<file path="config.mk">
export PLATFORM = sky130hd
export DESIGN_NAME = pwm_capture
export DESIGN_NICKNAME = d
export VERILOG_FILES = /design/src/rtl/pwm_pkg.sv /design/src/rtl/pwm_in_sync.sv /design/src/rtl/pwm_capture.sv
export SDC_FILE = /design/constraint.sdc
export NUM_CORES = 1
export LEC_CHECK = 0
export ABC_AREA = 1
export CORE_ASPECT_RATIO = 1.2
export CORE_MARGIN = 3
export CORE_UTILIZATION = 57
export CTS_BUF_LIST = sky130_fd_sc_hd__clkbuf_8
export DETAILED_ROUTE_END_ITERATION = 10
export PLACE_DENSITY_LB_ADDON = 0.08
export SLEW_MARGIN = 30
export SYNTH_ARGS = -nofsm -noshare
export SYNTH_HDL_FRONTEND = slang
export SYNTH_SLANG_ARGS = --single-unit
</file>
<file path="constraint.sdc">
create_clock -name clk -period 4.44 [get_ports clk]
set_clock_uncertainty 0.05 [all_clocks]
set_input_delay 1.332 -clock clk [delete_from_list [all_inputs] [get_ports clk]]
set_output_delay 1.332 -clock clk [all_outputs]
set_load 0.05 [all_outputs]
</file>
<file path="src/rtl/pwm_pkg.sv">
// Shared PWM constants: capture FSM state encoding and default widths/timeouts.
package pwm_pkg;

    localparam int unsigned CNT_W_DEFAULT   = 20;
    localparam int unsigned TIMEOUT_DEFAULT = 1000000;

    localparam logic [1:0] StSync = 2'd0;
    localparam logic [1:0] StHigh = 2'd1;
    localparam logic [1:0] StLow  = 2'd2;

endpackage

</file>
<file path="src/rtl/pwm_in_sync.sv">
// Two-flop synchronizer plus delay flop for an asynchronous input, with edge strobes.
module pwm_in_sync (
    input  logic clk,
    input  logic reset,
    input  logic din,
    output logic s,
    output logic rise,
    output logic fall
);

    logic meta;
    logic s_d;

    always_ff @(posedge clk or posedge reset) begin
        if (reset) begin
            meta <= 1'b0;
            s    <= 1'b0;
            s_d  <= 1'b0;
        end else begin
            meta <= din;
            s    <= meta;
            s_d  <= s;
        end
    end

    assign rise = s & ~s_d;
    assign fall = ~s & s_d;

endmodule

</file>
<file path="src/rtl/pwm_capture.sv">
// Measures high time and rising-to-rising period of an asynchronous PWM input,
// flagging loss of signal when no qualifying edge arrives within TIMEOUT cycles.
module pwm_capture
    import pwm_pkg::*;
#(
    parameter int unsigned CNT_W   = CNT_W_DEFAULT,
    parameter int unsigned TIMEOUT = TIMEOUT_DEFAULT
) (
    input  logic             clk,
    input  logic             reset,
    input  logic             pwm_in,
    output logic [CNT_W-1:0] high_cnt,
    output logic [CNT_W-1:0] period_cnt,
    output logic             meas_valid,
    output logic             no_signal,
    output logic             stuck_level
);

    localparam logic [CNT_W-1:0] TimeoutVal = CNT_W'(TIMEOUT);
    localparam logic [CNT_W-1:0] CntMax     = {CNT_W{1'b1}};

    logic             s;
    logic             rise;
    logic             fall;
    logic [1:0]       state;
    logic [CNT_W-1:0] cnt;
    logic [CNT_W-1:0] high_tmp;

    pwm_in_sync u_sync (
        .clk   (clk),
        .reset (reset),
        .din   (pwm_in),
        .s     (s),
        .rise  (rise),
        .fall  (fall)
    );

    // Counter restarts on every rise, so in LOW it holds the full period so far.
    always_ff @(posedge clk or posedge reset) begin
        if (reset) begin
            cnt <= '0;
        end else if (rise) begin
            cnt <= CNT_W'(1);
        end else if (cnt != CntMax) begin
            cnt <= cnt + CNT_W'(1);
        end
    end

    always_ff @(posedge clk or posedge reset) begin
        if (reset) begin
            state       <= StSync;
            high_tmp    <= '0;
            high_cnt    <= '0;
            period_cnt  <= '0;
            meas_valid  <= 1'b0;
            no_signal   <= 1'b1;
            stuck_level <= 1'b0;
        end else begin
            meas_valid <= 1'b0;
            case (state)
                StSync: begin
                    if (rise) begin
                        state <= StHigh;
                    end
                end
                StHigh: begin
                    // An edge in the same cycle as the timeout count takes priority.
                    if (fall) begin
                        high_tmp <= cnt;
                        state    <= StLow;
                    end else if (cnt == TimeoutVal) begin
                        state       <= StSync;
                        no_signal   <= 1'b1;
                        stuck_level <= s;
                    end
                end
                StLow: begin
                    if (rise) begin
                        period_cnt <= cnt;
                        high_cnt   <= high_tmp;
                        meas_valid <= 1'b1;
                        no_signal  <= 1'b0;
                        state      <= StHigh;
                    end else if (cnt == TimeoutVal) begin
                        state       <= StSync;
                        no_signal   <= 1'b1;
                        stuck_level <= s;
                    end
                end
                default: begin
                    state <= StSync;
                end
            endcase
        end
    end

endmodule

</file>
### Word-level counts from Yosys, hierarchy flattened

Index checks and enable logic that the tools add are counted.

* bits in latches: 0
* word-level logic and storage cells: 47
* bits in writable memories: 0
* output and inout port bits: 43
* register bits: 88
* memories kept: 0
* bits of input ports: 3
* ROM bits: 0

* shift-type cells: 0
* equal/unequal tests: 7
* bitwise logic cells: 4
* div/mod/pow operators: 0
* muxes and demuxes: 17
* magnitude comparators: 0
* reduce and logical (&&, ||, !) cells: 7
* multipliers: 0
* add/sub/neg operators: 1

Operator list (number)
* two-way mux 20 bit: 2
* adder 20 x 1 -> 20 bit, second input constant: 1
* equality test 20 bit, second input constant: 1
* != test 20 bit, second input constant: 1
* two-way mux 1 bit: 8
* two-way mux 2 bit: 4
* != test 2 bit, second input constant: 3
* one-hot mux 2 bit (3 select lines): 1
* AND reduction 2 bit: 3
* one-hot mux 1 bit (2 select lines): 2
* nonzero test 2 bit: 2
* AND reduction 3 bit: 1
* bitwise AND 1 bit: 2
* equality test 2 x 1 -> 1 bit, second input constant: 1
* equality test 2 bit, second input constant: 1
* zero test 2 bit: 1
* inverter 1 bit: 2

### Longest topological paths before layout

Gate-level depths: netlist of run 1.

* depth in word-level cells: 4
* mapped depth: 10
* depth with buffers taken out: 10

### Cells and area by module

A second synthesis of run 1 with hierarchy kept.

* cell total of the unflattened synthesis: 445
* area total of the unflattened synthesis: 3738.6 µm²

By module, submodules not included
* pwm_capture: area each 3644.7 µm², cells each 437, instances 1, sequential area each 2128.3 µm²
* pwm_in_sync: area each 93.8 µm², cells each 8, instances 1, sequential area each 75.1 µm²

### Worst setup path before layout of run 1

OpenSTA, ideal clock, no wires.

* kind: reg2out
* start: reg no_signal
* end: out no_signal
* path buffers: 0
* stages on the path, launching flop included: 1
* data required time: 3.058 ns
* arrival: 0.664 ns
* slack: 2.394 ns
* path through: dfstp_2

RTL lines
* start: declaration: line pwm_capture.sv:15 `output logic no_signal,`
* start signal: assignment: line pwm_capture.sv:56 `no_signal <= 1'b1;`
* start signal: assignment: line pwm_capture.sv:73 `no_signal <= 1'b1;`
* start signal: assignment: line pwm_capture.sv:82 `no_signal <= 1'b0;`

No word-level cell between the ends.

### Worst setup path after layout of run 1

* start: reg no_signal
* end: out no_signal

No word-level cell between the ends.

==> results.py, run 1 <==
metrics = {
    "run_status": {
        "status": "completed",
    },
    "final_layout": {
        "drive_above_1_share_pct": 6.46,
        "nets": 495,
        "antenna_cells": 0,
        "fillCellCount": 518,
        "area_growth_pct": 19.9,
    },
    "timing": {
        "rsz0062_at_grt": "false",
        "setup_viol": 0,
        "timing.fmax_mhz": 326,
        "timing.setup.tns_ns": 0,
        "hold_viol_final": 0,
        "slew_headroom_pct": 43.7,
        "post-route-period-util_pct": 69.0,
        "slew_viol_final": 0,
        "tightest_slew_ns": 0.844,
        "period_needed_ns": 3.06,
    },
    "die": {
        "core_sq_mm": 0.00621,
        "dieArea_sq_mm": 0.00760,
        "dieHeight_um": 94.9,
        "start_util_pct": 60.5,
        "rows": 31,
        "io_pins": 46,
        "chipWidth_um": 80.1,
    },
    "worst_setup_path": {
        "critPathBufInv": 1,
        "cp.depth": 1,
        "endpoint_kind": "output pin",
        "cp_top_family": "buffers and inverters",
        "slowest_delay_ns": 0.79,
        "crit_required_ns": 3.06,
        "critPathLaunchType": "flop",
        "path_cells": "clkdlybuf4s50_1",
        "critPathKind": "flop to output pin",
        "cp_slowest_cell": "clkdlybuf4s50_1",
        "worst_ep_arrival_time_ns": 1.68,
        "crit_fanout": 2,
        "rr_worst_depth": 5,
    },
    "synthesis": {
        "synth_area_leaders": "dfrtp_1 58%, nand2_1 17%, o21ai_0 6.1%, nand3_1 4.1%, inv_1 3.3%",
        "synth_largest_area_cell": "dfrtp_1",
        "syn_inst": 445,
        "synth_cell_types": 24,
        "avgSynthCellArea_sq_um": 8.43,
        "yosysWarningCount": 0,
        "async_reset_ff_share_pct": 100,
        "yosys_most_used_dff": "dfrtp_1",
        "ys_seq_area_share_pct": 58.7,
        "netlist_area_sq_mm": 0.00375,
        "synth_edf_count": 0,
        "synth_nets": 450,
        "synth_seq_cells": 88,
        "ys_top_cells_by_count": "173 x nand2_1, 87 x dfrtp_1, 46 x o21ai_0",
        "synth_top_cell_area_share_pct": 58.0,
        "synth_most_common_cell": "nand2_1",
    },
    "global_route": {
        "grt_max_degree": 61,
        "grt-ovfl-total": 0,
        "grt_util_all_layers_pct": 24.4,
        "grt_pass1_vias": 2951,
        "grt_antenna_before_repair": 0,
        "grt_pass1_wl_um": 14200,
    },
    "clock_tree": {
        "cts_num_sinks": 88,
        "htreeDepth": 3,
        "cts_resized": 0,
        "cts_tree": "done",
        "clock_latency_ns": 0.36,
        "cts-hold-fix-buffers": 0,
        "path_clk_slew_ns": 0.08,
        "cts_setup_buffers": 0,
        "cts_inserted_buffers": 9,
        "clk_path_buf_depth": 2,
        "cts-root-buf": "clkbuf_8",
    },
    "route": {
        "num_vias": 3079,
        "wl_per_cell_um": 14.2,
        "first_pass_iters": 5,
        "post-route-drc-count": 0,
        "drt.antenna.violating_nets": 0,
        "finalWirelength_um": 8200,
        "routed_via_density": 5.34,
        "drtIter0Drc": 216,
    },
    "min_path": {
        "hold_depth": 0,
        "hold_path.class": "flop to flop",
    },
    "place": {
        "gp_congestion": 0.960,
        "place_hpwl_um": 5630,
        "io_buffers": 45,
    },
    "power": {
        "ir_drop_mv": 0.292,
        "totalPowerFinal_w": 0.00192,
        "p_per_area_mw_per_mm2": 427,
        "leakage_nw": 2.18,
    },
    "run": {
        "maxCapViolCount": 0,
    },
}
==> sequential cells by signal (all words and copies together) (netlist names) <==
register     flops
stuck_level      1
state            2
period_cnt      20
u_sync.s_d       1
meas_valid       1
u_sync.meta      1
u_sync.s         1
high_tmp        20
no_signal        1
high_cnt        20
cnt             20
==> cells in the final DEF (no fill, tap or decap), drive strengths merged <==
cell type      instances
clkdlybuf4s50         45
nand2                176
dfrtp                 87
clkinv                 2
nor3                   4
dfstp                  1
clkbuf                10
inv                   36
clkinvlp               1
a21oi                  1
buf                    4
nand3                 33
nand4                 10
o31ai                  2
o21ai                 48
nor2                  31
bufinv                 2
ha                     2
==> stage by stage <==
step / hold slack, ns / util (%) / cell area (sq um) / setup slack [ns] / cells
2_1_floorplan: 0.281 / - / 3750 / 0.781 / 445
3_3_place_gp: 0.292 / 68.8 / 4270 / 1.76 / 561
3_5_place_dp: 0.296 / 68.8 / 4270 / 1.75 / 561
4_1_cts: 0.315 / 72.5 / 4500 / 1.36 / 577
5_1_grt: 0.320 / 72.5 / 4500 / 1.33 / 577
6_report: 0.310 / 72.5 / 4500 / 1.38 / 577
==> cells by family (layout without fill, tap and decap cells) <==
kind of cell               count (synthesis)  count (layout)  share of synthesized area, %
DFF                                       88              88                          58.7
buffers and inverters                     50             100                          5.23
AOI/OAI and AO/OA                         51              51                          6.94
adders and majority gates                  2               2                         0.667
and+or+nand+nor                          254             254                          28.4
==> layer usage <==
layer	part of all wire, %	vias up	GRT usage [%]	wire length, um
li1	-	1507	-	-
met2	47	105	38.3	3890
met5	0	-	0	0
met3	6.2	19	4.87	506
met1	44	1448	33.6	3620
met4	2.2	0	9.30	178
==> cell type report <==
cell class | instances | area [sq um] | area share, %
multi-input combinational | 307 | 1350 | 30.1
sequential | 88 | 2200 | 49.0
clock inverter | 6 | 90.1 | 2.00
clock buffer | 10 | 138 | 3.06
inverter | 35 | 133 | 2.95
tap | 82 | 103 | 2.28
timing repair buffer | 49 | 480 | 10.7
==> path summary, 6_finish.rpt <==
check	from	end	slack, ns
hold / removal	u_sync.meta$_DFF_PP0_	u_sync.s$_DFF_PP0_	0.31
max in group asynchronous	reset	no_signal$_DFFE_PP1P_	2.21
setup / recovery	no_signal$_DFFE_PP1P_	no_signal	1.38
hold reg to reg	u_sync.meta$_DFF_PP0_	u_sync.s$_DFF_PP0_	0.31
min in group asynchronous	reset	high_tmp[7]$_DFFE_PP0P_	1.31
setup reg to reg	u_sync.s$_DFF_PP0_	period_cnt[13]$_DFFE_PP0P_	2.25
==> power by group <==
part	internal, W	switching (W)	leakage (nW)
registers	0.000874	0.0000559	1.20
clock network	0.000335	0.000287	0.113
logic	0.000111	0.000260	0.868
(Power assumes the default switching activity.)
==> inputs of run 2 (changes only) <==
--- a/config.mk
+++ b/config.mk
@@ -8,7 +8,7 @@
 export ABC_AREA = 1
 export CORE_ASPECT_RATIO = 1.2
 export CORE_MARGIN = 3
-export CORE_UTILIZATION = 57
+export CORE_UTILIZATION = 52
 export CTS_BUF_LIST = sky130_fd_sc_hd__clkbuf_8
 export DETAILED_ROUTE_END_ITERATION = 10
 export PLACE_DENSITY_LB_ADDON = 0.08
==> constraint.sdc (replaced) <==
create_clock -name clk -period 2.5 [get_ports clk]
set_clock_uncertainty 0.05 [all_clocks]
set_input_delay 0.75 -clock clk [delete_from_list [all_inputs] [get_ports clk]]
set_output_delay 0.75 -clock clk [all_outputs]
set_load 0.05 [all_outputs]
==> run 2 against run 1 <==
Via count is 2.5% lower. Critical path depth is the same. Critical endpoint is now high_cnt[9]. Final cell count up 0.87%.
==> results.py, run 2 (synthesis results as in run 1) <==
metrics = {
    "power": {
        "comb_power_share_pct": 20.5,
        "p_clk_share_pct": 28.0,
        "internal-power_w": 0.00214,
        "power.share.switching_pct": 33.3,
        "ir_drop_mv": 0.532,
        "p_sw_w": 0.00107,
        "p_per_area_mw_per_mm2": 718,
        "share_seq_of_total_power_pct": 51.5,
        "leakage_nw": 2.18,
    },
    "die": {
        "rows": 33,
        "start_util_pct": 54.1,
        "dieHeight_um": 99.1,
        "io_pins": 46,
        "chipWidth_um": 83.5,
        "core_sq_mm": 0.00694,
        "dieArea_sq_mm": 0.00828,
    },
    "place": {
        "pre_cts_ws_ns": 0.403,
        "place_hpwl_um": 5630,
        "gp_congestion": 0.900,
        "io_buffers": 45,
        "place_inst": 566,
    },
    "worst_setup_path": {
        "critPathKind": "flop to output pin",
        "crit_required_ns": 1.70,
        "cp_top_family": "buffers and inverters",
        "worst_ep_arrival_time_ns": 1.53,
        "slowest_delay_ns": 0.81,
        "crit_fanout": 2,
        "critPathBufInv": 1,
        "critPathLaunchType": "flop",
        "endpoint_kind": "output pin",
        "cp_slowest_cell": "clkdlybuf4s50_1",
        "path_cells": "clkdlybuf4s50_1",
    },
    "clock_tree": {
        "path_clk_slew_ns": 0.09,
        "clock_latency_ns": 0.35,
        "clk_path_buf_depth": 2,
        "cts_tree": "done",
        "cts-root-buf": "clkbuf_8",
        "cts_setup_buffers": 0,
        "cts_inserted_buffers": 9,
        "cts_num_sinks": 88,
        "htreeDepth": 3,
    },
    "global_route": {
        "grt_util_all_layers_pct": 20.8,
        "grt_pass1_wl_um": 13800,
        "grt_max_degree": 89,
        "grt_pass1_vias": 2877,
        "grt_antenna_before_repair": 0,
        "grt-ovfl-total": 0,
    },
    "route": {
        "routed_via_density": 5.16,
        "finalWirelength_um": 8110,
        "drt.antenna.violating_nets": 0,
        "num_vias": 3001,
        "post-route-drc-count": 0,
        "first_pass_iters": 4,
        "wl_per_cell_um": 13.9,
        "drtIter0Drc": 226,
    },
    "run": {
        "maxCapViolCount": 0,
    },
    "timing": {
        "post-route-period-util_pct": 93.0,
        "slew_headroom_pct": 41.7,
        "rsz0062_at_grt": "false",
        "timing.setup.tns_ns": 0,
        "fin_ws_ns": 0.175,
        "hold_viol_final": 0,
        "slew_viol_final": 0,
        "period_needed_ns": 2.33,
        "timing.fmax_mhz": 430,
        "setup_viol": 0,
        "tightest_slew_ns": 0.873,
    },
    "min_path": {
        "hold_path.class": "flop to flop",
    },
    "run_status": {
        "status": "completed",
    },
    "final_layout": {
        "nets": 495,
        "area_growth_pct": 19.3,
        "layout.cells.most_common_list": "173 x nand2_1, 87 x dfrtp_1, 46 x o21ai_0",
        "final_common_cell": "nand2_1",
        "antenna_cells": 0,
        "fin_cells": 582,
        "utilization_pct": 64.5,
        "drive_above_1_share_pct": 6.46,
    },
}
run 2: cell types whose count changed in the layout (fill, tap and decap cells not counted):
cell | previous run | this run
buf_12 | 0 | 1
buf_4 | 4 | 3
bufinv_16 | 2 | 0
clkdlybuf4s50_1 | 45 | 44
clkinvlp_4 | 1 | 3
dlymetal6s2s_1 | 0 | 1
run 2: final cells by class:
| class | count | area (sq um) |
|---|---|---|
| timing repair buffer | 49 | 495 |
| clock buffer | 10 | 138 |
| sequential | 88 | 2200 |
| clock inverter | 6 | 42.5 |
| inverter | 35 | 135 |
| fill | 619 | 2460 |
| multi-input combinational | 307 | 1350 |
| tap | 87 | 109 |
run 2: repair_timing:
action                                  CTS  global route
endpoints found under the hold margin     0             0
endpoints found under the setup margin    0             1
hold buffers                              0             0
gates resized for setup                   0             1
run 2: power by group through the flow:
stage               registers (W)  logic, W  clock network (W)
floorplan                 0.00186  0.000255                  0
global placement          0.00167  0.000652                  0
detailed placement        0.00168  0.000664                  0
CTS                       0.00165  0.000665           0.000925
global route              0.00167  0.000724           0.000974
finish                    0.00165  0.000657           0.000900
run 2: layer usage:
layer | vias up | global-route usage (%) | share of wire [%]
met4 | 0 | 6.93 | 2.2
met1 | 1418 | 28.0 | 45
met5 | - | 0 | 0
met3 | 13 | 4.77 | 4.6
li1 | 1507 | - | -
met2 | 63 | 33.9 | 48
run 2: through the flow:
step / power, W / instance area (sq um) / hold slack (ns)
after floorplan: 0.00212 / 3760 / 0.281
after global placement: 0.00233 / 4290 / 0.289
after detailed placement: 0.00235 / 4290 / 0.295
after CTS: 0.00324 / 4470 / 0.315
after global routing: 0.00337 / 4480 / 0.318
final: 0.00321 / 4480 / 0.310
run 2: path summary, 6_finish.rpt:
check                                        startpoint                       end  slack (ns)  cells past startpoint
max in group asynchronous                         reset       cnt[15]$_DFFE_PP0P_        1.23                      3
worst min-delay path              u_sync.meta$_DFF_PP0_        u_sync.s$_DFF_PP0_        0.31                      0
worst max-delay path            high_cnt[9]$_DFFE_PP0P_               high_cnt[9]        0.17                      1
worst max register to register       cnt[0]$_DFFE_PP0P_        cnt[0]$_DFFE_PP0P_        0.62                      8
worst min register to register    u_sync.meta$_DFF_PP0_        u_sync.s$_DFF_PP0_        0.31                      0
min in group asynchronous                         reset  high_cnt[18]$_DFFE_PP0P_        0.81                      3
